**src/rtl/fwft_rd_pkg.sv**
```systemverilog
// Shared types and helpers for the fwft read-side serializer.
package fwft_rd_pkg;

    typedef enum logic {IDLE, SHIFT} rd_state_t;

    function automatic int ratio(int dw, int ow);
        return dw / ow;
    endfunction

endpackage

```
**src/rtl/fwft_rd_serializer.sv**
```systemverilog
// Pops words from an fwft FIFO and emits each as RATIO LSB-first beats on a valid/ready stream.
// Optional feature: define FWFT_RD_PARITY_EN to add the out_par port (registered ^out_data).
module fwft_rd_serializer
    import fwft_rd_pkg::*;
#(
    parameter int unsigned DATA_WIDTH = 32,
    parameter int unsigned OUT_WIDTH  = 8
) (
    input  logic                  clk,
    input  logic                  arst,
    output logic                  rd,
    input  logic [DATA_WIDTH-1:0] rd_data,
    input  logic                  empty,
    output logic                  out_valid,
    input  logic                  out_ready,
    output logic [OUT_WIDTH-1:0]  out_data,
    output logic                  out_last
`ifdef FWFT_RD_PARITY_EN
    ,
    output logic                  out_par
`endif
);

    localparam int unsigned Ratio = ratio(DATA_WIDTH, OUT_WIDTH);
    localparam int unsigned CntW  = $clog2(Ratio);

    if ((DATA_WIDTH % OUT_WIDTH) != 0 || Ratio < 2) begin : g_param_err
        $error("fwft_rd_serializer: DATA_WIDTH must be a multiple (>=2x) of OUT_WIDTH");
    end

    rd_state_t             state_q, state_d;
    logic [CntW-1:0]       cnt_q, cnt_d, cnt_inc;
    logic [DATA_WIDTH-1:0] shreg_q, shreg_d;
    logic [OUT_WIDTH-1:0]  out_data_q, out_data_d;
    logic                  out_last_q, out_last_d;
    logic                  accept, load;

    assign accept    = (state_q == SHIFT) && out_ready;
    // Reload on the final accepted beat so consecutive words stream without a bubble.
    assign load      = !empty && ((state_q == IDLE) || (accept && out_last_q));
    assign rd        = load && !arst;
    assign cnt_inc   = cnt_q + 1'b1;
    assign out_valid = (state_q == SHIFT);
    assign out_data  = out_data_q;
    assign out_last  = out_last_q;

    always_comb begin
        state_d    = state_q;
        cnt_d      = cnt_q;
        shreg_d    = shreg_q;
        out_data_d = out_data_q;
        out_last_d = out_last_q;
        if (load) begin
            state_d    = SHIFT;
            cnt_d      = '0;
            shreg_d    = rd_data;
            out_data_d = rd_data[OUT_WIDTH-1:0];
            out_last_d = 1'b0;
        end else if (accept) begin
            if (out_last_q) begin
                state_d = IDLE;
            end else begin
                cnt_d      = cnt_inc;
                out_data_d = shreg_q[cnt_inc*OUT_WIDTH +: OUT_WIDTH];
                out_last_d = (cnt_inc == CntW'(Ratio - 1));
            end
        end
    end

    always_ff @(posedge clk or posedge arst) begin
        if (arst) begin
            state_q    <= IDLE;
            cnt_q      <= '0;
            shreg_q    <= '0;
            out_data_q <= '0;
            out_last_q <= 1'b0;
        end else begin
            state_q    <= state_d;
            cnt_q      <= cnt_d;
            shreg_q    <= shreg_d;
            out_data_q <= out_data_d;
            out_last_q <= out_last_d;
        end
    end

`ifdef FWFT_RD_PARITY_EN
    logic out_par_q;

    always_ff @(posedge clk or posedge arst) begin
        if (arst) begin
            out_par_q <= 1'b0;
        end else begin
            out_par_q <= ^out_data_d;
        end
    end

    assign out_par = out_par_q;
`endif

endmodule

```
**config.mk**
```make
export PLATFORM = sky130hd
export DESIGN_NAME = fwft_rd_serializer
export DESIGN_NICKNAME = d
export VERILOG_FILES = /design/src/rtl/fwft_rd_pkg.sv /design/src/rtl/fwft_rd_serializer.sv
export SDC_FILE = /design/constraint.sdc
export NUM_CORES = 1
export LEC_CHECK = 0
export CAP_MARGIN = 20
export CORE_AREA = 3 3 60 76
export CTS_BUF_LIST = sky130_fd_sc_hd__clkbuf_2
export CTS_CLUSTER_DIAMETER = 200
export CTS_CLUSTER_SIZE = 24
export DETAILED_ROUTE_END_ITERATION = 6
export DIE_AREA = 0 0 63 79
export GPL_ROUTABILITY_DRIVEN = 1
export PLACE_DENSITY = 0.8
export SYNTH_ARGS = -nofsm -noshare
export SYNTH_HDL_FRONTEND = slang
export SYNTH_SLANG_ARGS = --single-unit
```
**constraint.sdc**
```tcl
create_clock -name clk -period 2.85 [get_ports clk]
set_clock_uncertainty 0.1 [all_clocks]
set_input_delay 0.57 -clock clk [delete_from_list [all_inputs] [get_ports clk]]
set_output_delay 0.57 -clock clk [all_outputs]
set_load 0.01 [all_outputs]
```
# Word-level counts from Yosys, hierarchy flattened
# Index checks and enable logic that the tools add are counted.
[totals]
word_cells = 33
input_bits = 36
out_inout_bits = 11
ff_bits = 44
[op_classes]
shift = 1
n_reduce_logical = 11
add_sub_neg = 1
n_bitwise = 1
muxes = 12
n_eq_ne = 2
[op_table]
columns = ["operator", "n"]
rows = [
  ["variable part select 32 x 6 -> 8 bit", 1],
  ["two-way mux 8 bit", 3],
  ["two-way mux 1 bit", 6],
  ["two-way mux 2 bit", 3],
  ["logical AND 1 bit", 4],
  ["AND reduction 2 bit", 2],
  ["nonzero test 2 bit", 2],
  ["adder 2 x 1 -> 2 bit, second input constant", 1],
  ["equality test 2 bit, second input constant", 1],
  ["logical NOT 1 bit", 2],
  ["!= test 2 x 1 -> 1 bit, second input constant", 1],
  ["logical OR 1 bit", 1],
  ["NOT 1 bit", 1],
]

# Logic depth before layout (Yosys ltp)
# Gate-level depths: netlist of run 1.
[logic_depth]
ltp_word = 6
depth_mapped = 7
mapped_depth_nobuf = 5

# Worst setup path after synthesis of run 1
# Ideal clock, no wire load.
[synth_path]
kind = "register to register"
start = "register cnt_q[0]"
end = "register out_data_q[1] (netlist: out_data[1])"
stages_incl_launch_ff = 8
n_path_buf = 2
period_less_slack_ns = 2.284
required_time_ns = 2.624
setup_ns = 0.126
t_arrival_ns = 2.058
slack_ns = 0.566
path_cell_list = "dfrtp_1 > clkbuf_1 > inv_1 > ha_1 > buf_6 > mux4_2 > and2_0 > a221o_1"
[synth_via]
elab_chain_len = 5
[synth_rtl]
columns = ["element", "line_no", "rtl"]
rows = [
  ["start: declaration", "fwft_rd_serializer.sv:32", "logic [CntW-1:0] cnt_q, cnt_d, cnt_inc;"],
  ["start signal: assignment", "fwft_rd_serializer.sv:79", "cnt_q <= cnt_d;"],
  ["adder 2 x 1 -> 2 bit", "fwft_rd_serializer.sv:42", "assign cnt_inc = cnt_q + 1'b1;"],
  ["variable part select 32 x 6 -> 8 bit", "fwft_rd_serializer.sv:64", "out_data_d = shreg_q[cnt_inc*OUT_WIDTH +: OUT_WIDTH];"],
  ["two-way mux 8 bit", "fwft_rd_serializer.sv:60", "if (out_last_q) begin"],
  ["two-way mux 8 bit", "fwft_rd_serializer.sv:59", "end else if (accept) begin"],
  ["two-way mux 8 bit", "fwft_rd_serializer.sv:53", "if (load) begin"],
  ["end signal: assignment", "fwft_rd_serializer.sv:81", "out_data_q <= out_data_d;"],
  ["end: declaration", "fwft_rd_serializer.sv:34", "logic [OUT_WIDTH-1:0] out_data_q, out_data_d;"],
]
# No other way between the ends. The select of a mux whose other input is x is not followed.
# A chain may end at the register's enable or synchronous reset.

# Final worst setup path of run 1
[layout_path]
start = "input port empty"
end = "output port rd"
[layout_via]
elab_chain_len = 3
[layout_rtl]
columns = ["element", "line_no", "rtl"]
rows = [
  ["start: declaration", "fwft_rd_serializer.sv:13", "input logic empty,"],
  ["logical NOT 1 bit", "fwft_rd_serializer.sv:40", "assign load = !empty && ((state_q == IDLE) || (accept && out_last_q));"],
  ["logical AND 1 bit", "fwft_rd_serializer.sv:40", ""],
  ["logical AND 1 bit", "fwft_rd_serializer.sv:41", "assign rd = load && !arst;"],
  ["end: declaration", "fwft_rd_serializer.sv:11", "output logic rd,"],
]
# No other way between the ends.

==> qor.yml, run 1 <==
status: "finished, final reports clean"
postCtsSetupRepairBufs: 0
io_buffers: 46
grt_pass1_vias: 1412
tritoncts.num_buffers: 5
worstReg2RegEnd: "out_data[2]"
grt_max_degree: 41
finalMaxSlewViolations: 0
ir_drop_v: 0.0006464
avgViaCountPerCell: 5.398
antenna_left: 0
layout-drive-gt1-share_pct: 29.38
gp_congestion: 0.7095
clkLatencyLatePin_ns: 0.41
syn_nets: 163
setup_tns_ns: 0
worst_pin_slew_ns: 0.7799
max_freq_mhz: 385.7
grtUsageTotal_pct: 18.22
synth_common_cells: "dfrtp_1 (44), mux2_2 (32), a221o_1 (8), and2_0 (8), mux4_2 (8)"
crit_arrival_ns: 1.92
critPathCaptureType: "output pin"
yosys_most_used_dff: "dfrtp_1"
rows: 25
drc_errors: 0
cts_tree: "yes"
syn-instance-count: 126
cts_root_buf: "clkbuf_2"
syn2layout_area_growth_pct: 34.17
yosys.area.top_type: "dfrtp_1"
wirelength_mm: 4.208
syn_area_per_cell_um2: 15.46
ys_top_cells_by_area: "dfrtp_1 (57%), mux2_2 (18%), mux4_2 (9.2%)"
boundaryPins: 47
drt-pass1-iter-count: 4
dpl_worst_slack_ns: 0.08708
fin_crit_ns: 2.593
grt_first_pass_wirelength_mm: 6.831
path_class: "input pin to output pin"
synthDominantCellAreaShare_pct: 56.52
setup_violations: 0
required_ns: 2.18
nFillCells: 295
fp.dieW_um: 63
ys_types: 20
drv_cap: 0
worst-r2r-setup-slack_ns: 0.49
cp_max_fo: 6
synth_seq_cells: 44
max_slew_margin_pct: 47.69
cp-start-kind: "input pin"
r2r_cells: 5
initial_utilization_pct: 50.63
postCtsHoldBufs: 0
finalHoldViolCount: 0
async_flop_share_pct: 100.0
antennaDiodeCount: 0
synth.most_common_cell: "dfrtp_1"
syn-cell-area_um2: 1948
antenna_found_initial: 0
clock-sinks: 44
vias: 1247
overflow: 0
yosysWarningCount: 0
htree_levels: 2
yosysSeqAreaShare_pct: 56.52
fp.dieArea_um2: 4977
dp_hpwl_mm: 2.955
period_share_pct: 90.98
nNetsFinal: 213
rsz0062_at_grt: "no"
leakage_nw: 1.084
cts.path.max_buffers: 2
path_clk_slew_ns: 0.23
core_um2: 3847
drt_iter0_drc: 62
routedWlPerCell_um: 18.22
synth_edf_count: 0
r2r_start: "cnt_q[0]"
min_path_type: "input pin to asynchronous set/reset pin"
chipHeight_um: 79
setup_slack_ns: 0.2570
cts_resized: 0
pwr_density_cell_nw_per_um2: 1071
## through the flow
step	area [um^2]	instances	util, %	hold WS, ns	power, mW
2_1_floorplan	1948	126	-	0.3751	1.919
3_3_place_gp	2496	223	64.88	0.3832	2.210
3_5_place_dp	2496	223	64.88	0.3937	2.296
4_1_cts	2611	231	67.87	0.4232	2.834
5_1_grt	2614	231	67.94	0.4214	2.970
6_report	2614	231	67.94	0.4165	2.799
## routing by layer
metal / up-vias / share of wire [%] / GRT usage (%)
met5: - / 0 / 0
met1: 632 / 39 / 20.78
met4: 0 / 2.4 / 7.506
met2: 34 / 54 / 32.31
li1: 571 / - / -
met3: 10 / 4.3 / 4.668
## critical path, stage by stage
cell	delay, ns
clkdlybuf4s50_1	0.54
nor3_1	0.25
clkdlybuf4s50_1	0.56
## logic make-up (layout without fill, tap and decap cells)
logic type | after synthesis | count (layout) | share of synthesized area (%)
DFF | 44 | 44 | 56.52
muxes | 42 | 42 | 28.77
and+or+nand+nor | 16 | 16 | 4.945
AOI/OAI and AO/OA | 14 | 14 | 6.744
buffers and inverters | 9 | 60 | 2.376
adders and majority gates | 1 | 1 | 0.6422
## how the worst max path moves through the flow
stage               from     endpoint  slack (ns)
3_5_place_dp   out_ready           rd        0.09
6_report           empty           rd        0.26
3_3_place_gp   out_ready           rd        0.20
5_1_grt        out_valid           rd        0.15
4_1_cts        out_ready           rd        0.05
2_1_floorplan   cnt_q[0]  out_data[1]        0.57
## state kept, by name, summed over array words and instances, names as in the netlist
| name | flops |
|---|---|
| out_data | 8 |
| out_last | 1 |
| out_valid | 1 |
| shreg_q | 32 |
| cnt_q | 2 |
## report_power, final
part / leakage, nW / switching (mW) / internal, mW
clock: 0.0632 / 0.209 / 0.324
combinational: 0.496 / 0.419 / 0.742
sequential: 0.525 / 0.175 / 0.931
## layout by cell type (no fill, tap or decap), types with 3 or more instances in the layout
cell and instances:
clkdlybuf4s50_1 45, mux4_2 8, and2_0 8, clkbuf_2 5, bufinv_16 3, a22o_1 4
mux2_2 32, dfrtp_1 44, a221o_1 8, nand2b_1 3
## area by class of cell
cell class | instances | area [um^2] | share of cell area, %
Sequential cell | 44 | 1101 | 42.13
Multi-Input combinational cell | 73 | 808.3 | 30.92
Timing Repair Buffer | 49 | 510.5 | 19.53
Clock inverter | 3 | 90.09 | 3.447
Tap cell | 54 | 67.56 | 2.585
Clock buffer | 5 | 25.02 | 0.9574
Inverter | 3 | 11.26 | 0.4308
Power figures use the tool's default switching activity.
==> run 2: changes to the inputs <==
- RECOVER_POWER: default -> 25
==> qor.yml, run 2 (synthesis results as in run 1) <==
status: "finished, final reports clean"
syn2layout_area_growth_pct: 33.33
grt_first_pass_wirelength_mm: 6.831  # unchanged
required_ns: 2.18  # about the same
antenna_found_initial: 0  # unchanged
fp.dieW_um: 63  # unchanged
drt-pass1-iter-count: 4  # unchanged
rows: 25  # unchanged
setup_slack_ns: 0.2563  # -0.0007380 ns
finalNonFillerCells: 231  # unchanged
crit_arrival_ns: 1.92  # about the same
boundaryPins: 47  # unchanged
regMostFlops: "shreg_q"
slowest_delay_ns: 0.56  # about the same
path_clk_slew_ns: 0.22  # about the same
leakage_nw: 1.076  # -0.73%
clock-sinks: 44  # unchanged
grt_pass1_vias: 1412  # unchanged
drv_cap: 0  # unchanged
fp.dieArea_um2: 4977  # unchanged
io_buffers: 46  # unchanged
largest_reg_flops: 32  # unchanged
dp_hpwl_mm: 2.955  # unchanged
r2r_cells: 5  # unchanged
min_path_type: "flip-flop to flip-flop"
path_common_cell: "clkdlybuf4s50_1"
antennaDiodeCount: 0  # unchanged
pwr_density_cell_nw_per_um2: 1076  # +0.49%
clkLatencyLatePin_ns: 0.41  # about the same
initial_utilization_pct: 50.63  # unchanged
ir_drop_v: 0.0006462  # about the same
cts.path.max_buffers: 2  # unchanged
cts_tree: "yes"
cts_root_buf: "clkbuf_2"
whs_path_depth: 1
chipHeight_um: 79  # unchanged
avgViaCountPerCell: 5.403  # about the same
routedWlPerCell_um: 18.19  # -0.14%
max_slew_margin_pct: 16.63  # -31 points
mostFrequentLayoutCells: "dfrtp_1 (44), clkdlybuf4s50_1 (44), mux2_2 (32)"
fin_crit_ns: 2.594  # +0.0007380 ns
cts_resized: 0  # unchanged
worst-r2r-setup-slack_ns: 0.50  # about the same
tritoncts.num_buffers: 5  # unchanged
gp_congestion: 0.7095  # unchanged
hp-start: "shreg_q[14]"
p_total_mw: 2.796  # -0.13%
setup_tns_ns: 0  # unchanged
path_class: "input pin to output pin"
core_um2: 3847  # unchanged
path_cells: "clkdlybuf4s50_1, nor3_1, clkdlybuf4s50_1"
dp.cells: 223  # unchanged
worstHoldEndpoint: "shreg_q[14]"
htree_levels: 2  # unchanged
slowest_stage: "clkdlybuf4s50_1"
cp-start-kind: "input pin"
finalMaxSlewViolations: 0  # unchanged
nNetsFinal: 213  # unchanged
rsz0062_at_grt: "no"
wirelength_mm: 4.202  # -0.14%
drc_errors: 0  # unchanged
worst_pin_slew_ns: 1.251  # +0.4707 ns
drt_iter0_drc: 60  # -3.2%
setup_violations: 0  # unchanged
overflow: 0  # unchanged
layout-drive-gt1-share_pct: 28.81  # -0.56 points
cp_max_fo: 6  # unchanged
grtUsageTotal_pct: 18.22  # unchanged
r2r_start: "cnt_q[0]"
period_share_pct: 91.01  # about the same
postCtsSetupRepairBufs: 0  # unchanged
max_freq_mhz: 385.5  # about the same
vias: 1248  # +0.080%
antenna_left: 0  # unchanged
grt_max_degree: 41  # unchanged
nFillCells: 295  # unchanged
critPathCaptureType: "output pin"
worstReg2RegEnd: "out_data[2]"
postCtsHoldBufs: 0  # unchanged
finalHoldViolCount: 0  # unchanged
dpl_worst_slack_ns: 0.08708  # unchanged
-- run 2: cell type report --
type | instances | area, um^2 | share of cell area (%)
Timing Repair Buffer | 49 | 494.2 | 19.03
Clock inverter | 3 | 90.09 | 3.468
Sequential cell | 44 | 1101 | 42.39
Tap cell | 54 | 67.56 | 2.601
Clock buffer | 5 | 25.02 | 0.9634
Inverter | 3 | 11.26 | 0.4335
Multi-Input combinational cell | 73 | 808.3 | 31.12
-- run 2: how the worst max path moves through the flow --
stage | from | to
global route | out_valid | rd
global placement | out_ready | rd
floorplan | cnt_q[0] | out_data[1]
CTS | out_ready | rd
detailed placement | out_ready | rd
finish | empty | rd
-- run 2: metrics by stage --
stage	utilization [%]	instance area (um^2)	hold WS, ns
detailed placement	64.88	2496	0.3937
global placement	64.88	2496	0.3832
finish	67.51	2597	0.4387
floorplan	-	1948	0.3751
global route	67.51	2597	0.4565
CTS	67.87	2611	0.4232
-- run 2: worst max-delay path, delay by kind of cell --
| kind | cells | cell delay [ns] |
|---|---|---|
| buffers and inverters | 2 | 1.10 |
| and+or+nand+nor | 1 | 0.25 |
-- run 2: metal layers --
metal / vias up / part of all wire, % / track usage (%)
met1: 634 / 40 / 20.78
met5: - / 0 / 0
li1: 570 / - / -
met4: 0 / 2.4 / 7.506
met3: 10 / 4.3 / 4.668
met2: 34 / 54 / 32.31
-- run 2: power breakdown --
| group | internal, mW | switching, mW | total [mW] |
|---|---|---|---|
| Combinational | 0.739 | 0.418 | 1.16 |
| Clock | 0.324 | 0.210 | 0.533 |
| Sequential | 0.931 | 0.175 | 1.11 |
| Total | 1.99 | 0.802 | 2.80 |
